**src/rtl/fp_pipe_pkg.sv**
```systemverilog
// Shared definitions for the multi-precision FP pipeline stages:
// per-precision field widths, mode tag encoding and payload sizing.
package fp_pipe_pkg;

  localparam int DP_EXP_W = 11;
  localparam int DP_SUM_W = 52;
  localparam int SP_EXP_W = 8;
  localparam int SP_SUM_W = 23;
  localparam int HP_EXP_W = 5;
  localparam int HP_SUM_W = 10;

  localparam logic [1:0] TAG_HP   = 2'd0;
  localparam logic [1:0] TAG_SP   = 2'd1;
  localparam logic [1:0] TAG_DP   = 2'd2;
  localparam logic [1:0] TAG_RSVD = 2'd3;

  function automatic int payload_w(input int lanes, input int exp_w,
                                   input int sum_w, input int tag_w);
    return lanes * (exp_w + sum_w) + tag_w;
  endfunction

endpackage

```
**src/rtl/pipe_skid_ctrl.sv**
```systemverilog
// Valid/ready/flush control for a main register plus one skid entry.
// Payload storage lives in the instantiating stage.
module pipe_skid_ctrl
  import fp_pipe_pkg::*;
(
  input  logic clk,
  input  logic rst,
  input  logic flush,
  input  logic in_valid,
  input  logic out_ready,
  output logic in_ready,
  output logic out_valid,
  output logic load_main,
  output logic load_skid,
  output logic sel_skid
);

  logic main_valid_reg, main_valid_next;
  logic skid_valid_reg, skid_valid_next;
  logic in_ready_reg;
  logic accept;
  logic main_free;

  assign accept    = in_valid & in_ready_reg;
  assign main_free = ~main_valid_reg | out_ready;

  always_comb begin
    main_valid_next = main_valid_reg;
    skid_valid_next = skid_valid_reg;
    load_main       = 1'b0;
    load_skid       = 1'b0;
    sel_skid        = 1'b0;
    if (flush) begin
      // A downstream transfer this cycle still completes; everything else is dropped.
      main_valid_next = 1'b0;
      skid_valid_next = 1'b0;
    end else if (main_free) begin
      if (skid_valid_reg) begin
        load_main       = 1'b1;
        sel_skid        = 1'b1;
        main_valid_next = 1'b1;
        skid_valid_next = 1'b0;
      end else begin
        load_main       = accept;
        main_valid_next = accept;
      end
    end else if (accept) begin
      load_skid       = 1'b1;
      skid_valid_next = 1'b1;
    end
  end

  always_ff @(posedge clk or negedge rst) begin
    if (!rst) begin
      main_valid_reg <= 1'b0;
      skid_valid_reg <= 1'b0;
      in_ready_reg   <= 1'b1;
    end else begin
      main_valid_reg <= main_valid_next;
      skid_valid_reg <= skid_valid_next;
      in_ready_reg   <= ~skid_valid_next;
    end
  end

  assign in_ready  = in_ready_reg;
  assign out_valid = main_valid_reg;

endmodule

```
**src/rtl/fp_lane_pipe_reg.sv**
```systemverilog
// Multi-lane {exponent, signed sum, tag} pipeline stage with valid/ready
// handshake, 2-entry skid buffering and synchronous flush.
module fp_lane_pipe_reg
  import fp_pipe_pkg::*;
#(
  parameter int LANES = 2,
  parameter int EXP_W = SP_EXP_W,
  parameter int SUM_W = DP_SUM_W,
  parameter int TAG_W = 2
) (
  input  logic                   clk,
  input  logic                   rst,
  input  logic                   flush,
  input  logic                   in_valid,
  output logic                   in_ready,
  input  logic [LANES*EXP_W-1:0] in_exp,
  input  logic [LANES*SUM_W-1:0] in_sum,
  input  logic [TAG_W-1:0]       in_tag,
  output logic                   out_valid,
  input  logic                   out_ready,
  output logic [LANES*EXP_W-1:0] out_exp,
  output logic [LANES*SUM_W-1:0] out_sum,
  output logic [TAG_W-1:0]       out_tag
);

  localparam int LANE_W = EXP_W + SUM_W;
  localparam int PAY_W  = payload_w(LANES, EXP_W, SUM_W, TAG_W);

  logic [PAY_W-1:0] in_word;
  logic [PAY_W-1:0] main_reg, main_next;
  logic [PAY_W-1:0] skid_reg;
  logic             load_main, load_skid, sel_skid;

  pipe_skid_ctrl u_ctrl (
    .clk       (clk),
    .rst       (rst),
    .flush     (flush),
    .in_valid  (in_valid),
    .out_ready (out_ready),
    .in_ready  (in_ready),
    .out_valid (out_valid),
    .load_main (load_main),
    .load_skid (load_skid),
    .sel_skid  (sel_skid)
  );

  // Lane-major payload packing: each lane is {exp, sum}, tag on top.
  for (genvar gi = 0; gi < LANES; gi++) begin : g_lane
    assign in_word[gi*LANE_W +: LANE_W] = {in_exp[gi*EXP_W +: EXP_W], in_sum[gi*SUM_W +: SUM_W]};
    assign out_sum[gi*SUM_W +: SUM_W]   = main_reg[gi*LANE_W +: SUM_W];
    assign out_exp[gi*EXP_W +: EXP_W]   = main_reg[gi*LANE_W + SUM_W +: EXP_W];
  end

  assign in_word[PAY_W-1 -: TAG_W] = in_tag;
  assign out_tag                   = main_reg[PAY_W-1 -: TAG_W];
  assign main_next                 = sel_skid ? skid_reg : in_word;

  always_ff @(posedge clk or negedge rst) begin
    if (!rst) begin
      main_reg <= '0;
      skid_reg <= '0;
    end else begin
      if (load_main) main_reg <= main_next;
      if (load_skid) skid_reg <= in_word;
    end
  end

endmodule

```
**config.mk**
```make
export PLATFORM = sky130hd
export DESIGN_NAME = fp_lane_pipe_reg
export DESIGN_NICKNAME = d
export VERILOG_FILES = /design/src/rtl/fp_pipe_pkg.sv /design/src/rtl/pipe_skid_ctrl.sv /design/src/rtl/fp_lane_pipe_reg.sv
export SDC_FILE = /design/constraint.sdc
export NUM_CORES = 1
export LEC_CHECK = 0
export BUFFER_PORTS_ARGS = -buffer_cell sky130_fd_sc_hd__buf_2
export CAP_MARGIN = 5
export CORE_MARGIN = 5
export CORE_UTILIZATION = 49
export CTS_BUF_LIST = sky130_fd_sc_hd__clkbuf_16
export CTS_CLUSTER_SIZE = 25
export DETAILED_ROUTE_END_ITERATION = 6
export PLACE_DENSITY = 0.74
export SYNTH_ARGS = -nofsm -noshare
export SYNTH_HDL_FRONTEND = slang
export SYNTH_SLANG_ARGS = --single-unit
```
**constraint.sdc**
```tcl
create_clock -name clk -period 1.69 [get_ports clk]
set_input_delay 0.2535 -clock clk [delete_from_list [all_inputs] [get_ports clk]]
set_output_delay 0.2535 -clock clk [all_outputs]
set_load 0.03 [all_outputs]
```
# Yosys cells after proc, flatten, opt, wreduce, memory -nomap -nowiden
# Cells that the tools add are included.
# word_totals
wordCells	25
regBits	247
# classes
reduce_logical	1
mux	15
n_bitwise	4
# ops
cell	count
$mux 122	1
$mux 1	14
$not 1->1	2
$reduce_bool 2->1	1
$and 1x1->1	1
$or 1x1->1	1

# Longest topological paths before layout
# depth
word_depth	5
ltp_mapped	6
mapped_depth_nobuf	3

# Hierarchy
# Synthesis repeated with hierarchy kept, for this count alone.
# unflattened
cells_unflattened	799
hier_area_um2	10324.9
# modules_own_cells
mod	cells_each	area_each_um2	n_inst	seq_area_each_um2
fp_lane_pipe_reg	787	10184.8	1	6105.9
pipe_skid_ctrl	12	140.1	1	76.3

# Worst setup path after synthesis
# No wires, ideal clock.
# synth_timing
path_type	register to register
start	register u_ctrl.in_ready_reg, in the netlist u_ctrl.in_ready
end	register main_reg[100]
t_required_ns	1.565
stages_incl_launch_ff	6
path_slack_ns	-0.079
arrival_ns	1.644
cell_sequence	dfstp_2 a21oi_2 nor3b_2 buf_4 buf_6 mux2_2
# synth_between
elab_chain_cells	4
# synth_rtl
element	line_no	rtl
from (decl)	pipe_skid_ctrl.sv:20	logic in_ready_reg;
from (signal assigned)	pipe_skid_ctrl.sv:61	in_ready_reg <= ~skid_valid_next;
$and 1x1->1	pipe_skid_ctrl.sv:24	assign accept = in_valid & in_ready_reg;
$mux 1	pipe_skid_ctrl.sv:38	if (skid_valid_reg) begin
$mux 1	pipe_skid_ctrl.sv:37	end else if (main_free) begin
$mux 1	pipe_skid_ctrl.sv:33	if (flush) begin
to (signal assigned)	fp_lane_pipe_reg.sv:63	if (load_main) main_reg <= main_next;
to (decl)	fp_lane_pipe_reg.sv:30	logic [PAY_W-1:0] main_reg, main_next;
# No other way between the ends.
# A chain may end at the register's enable or synchronous reset.

# Final worst setup path
# layout_timing
start	register u_ctrl.in_ready_reg, in the netlist u_ctrl.in_ready
end	register skid_reg[23]
# layout_between
elab_chain_cells	4
# layout_rtl
element	line_no	rtl
$and 1x1->1	pipe_skid_ctrl.sv:24	
$mux 1	pipe_skid_ctrl.sv:47	end else if (accept) begin
$mux 1	pipe_skid_ctrl.sv:37	
$mux 1	pipe_skid_ctrl.sv:33	
to (signal assigned)	fp_lane_pipe_reg.sv:64	if (load_skid) skid_reg <= in_word;
to (decl)	fp_lane_pipe_reg.sv:31	logic [PAY_W-1:0] skid_reg;
# No other way between the ends.

==> impl_metrics.py <==
metrics = {
    "synth": {
        "ys_ff_latch": 247,
        "yosys.area_share.simple": 0.00363,
        "synthAdderAreaFrac": 0,
        "syn_inst": 661,
        "ys_warn_count": 0,
        "synth_compound_area_frac": 0.00129,
        "synth_area_leaders": "dfrtp_1 (58%), mux2_2 (33%), mux2_1 (5.3%)",
        "synth_nets": 788,
        "yosysSeqAreaShare": 0.579,
        "ys_types": 16,
        "synth_area_per_cell_um2": 16.2,
        "synth_xor_area_frac": 0,
        "synth_top_family_by_area": "multiplexers",
        "yosys.area.top_type": "dfrtp_1",
        "synth_top_area_share": 0.576,
        "synth_area_um2": 10700,
        "synthMuxAreaShare": 0.386,
    },
    "layout": {
        "finalNetCount": 1192,
        "final_common_cell": "mux2_2",
        "multiInputGateArea_um2": 4260,
        "drive_above_1_share": 0.607,
        "syn_to_final_growth_pct": 37.2,
        "fillCellCount": 1474,
        "regArea_um2": 6190,
        "mostFrequentLayoutCells": "mux2_2 (300), buf_2 (249), dfrtp_1 (245), dlygate4sd3_1 (117), mux2_1 (48)",
        "layoutNonFillerInstCount": 1363,
        "n_antenna_cell": 0,
    },
    "placement": {
        "routabilityCongestion": 0.733,
        "dp.cells": 1197,
        "dp_slack_ns": -0.0372,
        "numPortBuffers": 250,
        "place_hpwl_mm": 15.9,
    },
    "min_path": {
        "hold_path_class": "in -> reg",
        "min_to": "skid_reg[56]$_DFFE_PN0P_",
        "whs_path_depth": 2,
        "hold_start": "in_exp[4]",
    },
    "grt": {
        "grt_max_degree": 60,
        "grt_pass1_wl_mm": 38.6,
        "grt.total_usage": 0.190,
        "antenna_found_initial": 0,
        "grt_pass1_vias": 7437,
        "gr-total-overflow": 0,
    },
    "timing": {
        "tightest_slew_ns": 0.527,
        "hold_ws_ns": 0.00537,
        "setup_slack_ns": -0.0167,
        "finClkSkew_ns": 0.00701,
        "rsz0062_at_grt": "true",
        "slew_violations": 0,
        "fin_tns_setup_ns": -0.260,
        "fin_crit_ns": 1.71,
        "finalHoldViolCount": 0,
        "setup_violations": 36,
        "max_freq_mhz": 586,
        "slew_headroom": 0.649,
        "finalCritPeriodShare": 1.01,
    },
    "clock_tree": {
        "cts_tree": "yes",
        "clock-sinks": 247,
        "clk_pin_slew_ns": 0.06,
        "root_buffer": "clkbuf_16",
        "clock_latency_ns": 0.51,
        "clockBufferDepth": 3,
        "cts_made_buffers": 26,
        "cts_max_level": 1,
    },
    "worst_setup_path": {
        "cp_slowest_cell": "dfstp_2",
        "required_ns": 2.08,
        "crit_path_end_kind": "register",
        "r2r_cells": 5,
        "ff2ff_setup_slack_ns": -0.02,
        "cp_max_fo": 8,
        "reg2reg_to": "skid_reg[23]$_DFFE_PN0P_",
        "arrival_ns": 2.10,
        "r2r_start": "u_ctrl.in_ready$_DFF_PN1_",
        "path_cells": "nand2_1, nor3_4, buf_6, buf_4, mux2_2",
        "path_class": "reg -> reg",
        "start_kind": "register",
        "cpPeakStageDelay_ns": 0.55,
    },
    "power": {
        "p_leak_nw": 6.71,
        "power_mw": 17.4,
        "power_density_nw_per_um2": 1190,
        "ir_worst_vdd_v": 0.000811,
    },
    "detailed_routing": {
        "first_iter_violations": 176,
        "first_pass_iters": 4,
        "ant_nets": 0,
        "avgViaCountPerCell": 5.07,
        "avgRoutedWirePerCell_um": 17.9,
        "route.detailed.drc": 0,
        "vias": 6911,
        "drt-total-wl_mm": 24.4,
    },
    "floorplanning": {
        "die_w_um": 158,
        "start_util": 0.494,
        "io_pins": 251,
        "placementRows": 54,
        "die_area_um2": 24800,
        "fp.dieH_um": 158,
        "core-area_um2": 21600,
    },
    "run": {
        "maxCapViolations": 0,
    },
    "status": {
        "violations": "setup timing",
        "status": "finished with violations",
    },
}
## timing repair
action,in CTS,in global routing
buffers inserted,1,0
gates resized for setup,4,21
endpoints found under the hold margin,165,0
hold buffers,117,0
gates cloned,0,2
setup endpoints to repair,102,244
## where the power goes
| group | total [mW] | switching [mW] | internal (mW) |
|---|---|---|---|
| clock network | 5.23 | 2.21 | 3.02 |
| logic | 4.27 | 2.29 | 1.98 |
| registers | 7.94 | 0.674 | 7.27 |
| total | 17.4 | 5.17 | 12.3 |
## kinds of logic after synthesis
logic type,after synthesis
AO/OA/AOI/OAI,2
AND/OR/NAND/NOR,5
buffers and inverters,41
multiplexers,366
flip-flops,247
## per-layer routing
| metal | GRT usage | vias up | wire length (µm) |
|---|---|---|---|
| met5 | 0 | - | 0 |
| li1 | - | 3192 | - |
| met1 | 0.259 | 3484 | 10800 |
| met2 | 0.309 | 200 | 11400 |
| met4 | 0.0442 | 0 | 464 |
| met3 | 0.0476 | 35 | 1720 |
## per-stage QoR
stage	area [µm²]	utilization
after CTS	14500	0.672
after global placement	12600	0.581
after floorplan	10700	-
final	14700	0.678
after global routing	14700	0.678
after detailed placement	12600	0.581
## cells in the mapped netlist
cell	n
a21oi_1	1
a21oi_2	1
buf_2	10
buf_4	10
buf_6	16
clkbuf_1	4
dfrtp_1	246
dfstp_2	1
inv_1	1
mux2_1	50
mux2_2	316
nand2_1	1
nand2b_1	1
nor3_2	1
nor3b_2	1
or3_1	1
## how the worst max path moves through the flow
stage,slack (ns),endpoint,cells past startpoint,start
6_report,-0.02,skid_reg[23]$_DFFE_PN0P_,5,u_ctrl.in_ready$_DFF_PN1_
5_1_grt,-0.11,skid_reg[105]$_DFFE_PN0P_,5,u_ctrl.in_ready$_DFF_PN1_
4_1_cts,-0.04,skid_reg[56]$_DFFE_PN0P_,5,u_ctrl.in_ready$_DFF_PN1_
3_5_place_dp,-0.04,skid_reg[56]$_DFFE_PN0P_,5,u_ctrl.in_ready$_DFF_PN1_
3_3_place_gp,0.009,skid_reg[107]$_DFFE_PN0P_,5,u_ctrl.in_ready$_DFF_PN1_
2_1_floorplan,-0.06,main_reg[100]$_DFFE_PN0P_,5,u_ctrl.in_ready$_DFF_PN1_
## area by class of cell
class,count,share of cell area
multi-input combinational,373,0.291
sequential,247,0.422
clock inverter,19,0.00743
clock buffer,27,0.0461
tap,280,0.0239
inverter,1,0.000256
timing repair buffer,416,0.209
## worst max-delay path: cells and delay by family, from the launching register on
| kind | cells | cell delay (ns) |
|---|---|---|
| buffers and inverters | 2 | 0.39 |
| flip-flops | 1 | 0.55 |
| multiplexers | 1 | 0.34 |
| AND/OR/NAND/NOR | 2 | 0.31 |
Power figures use the tool's default switching activity.
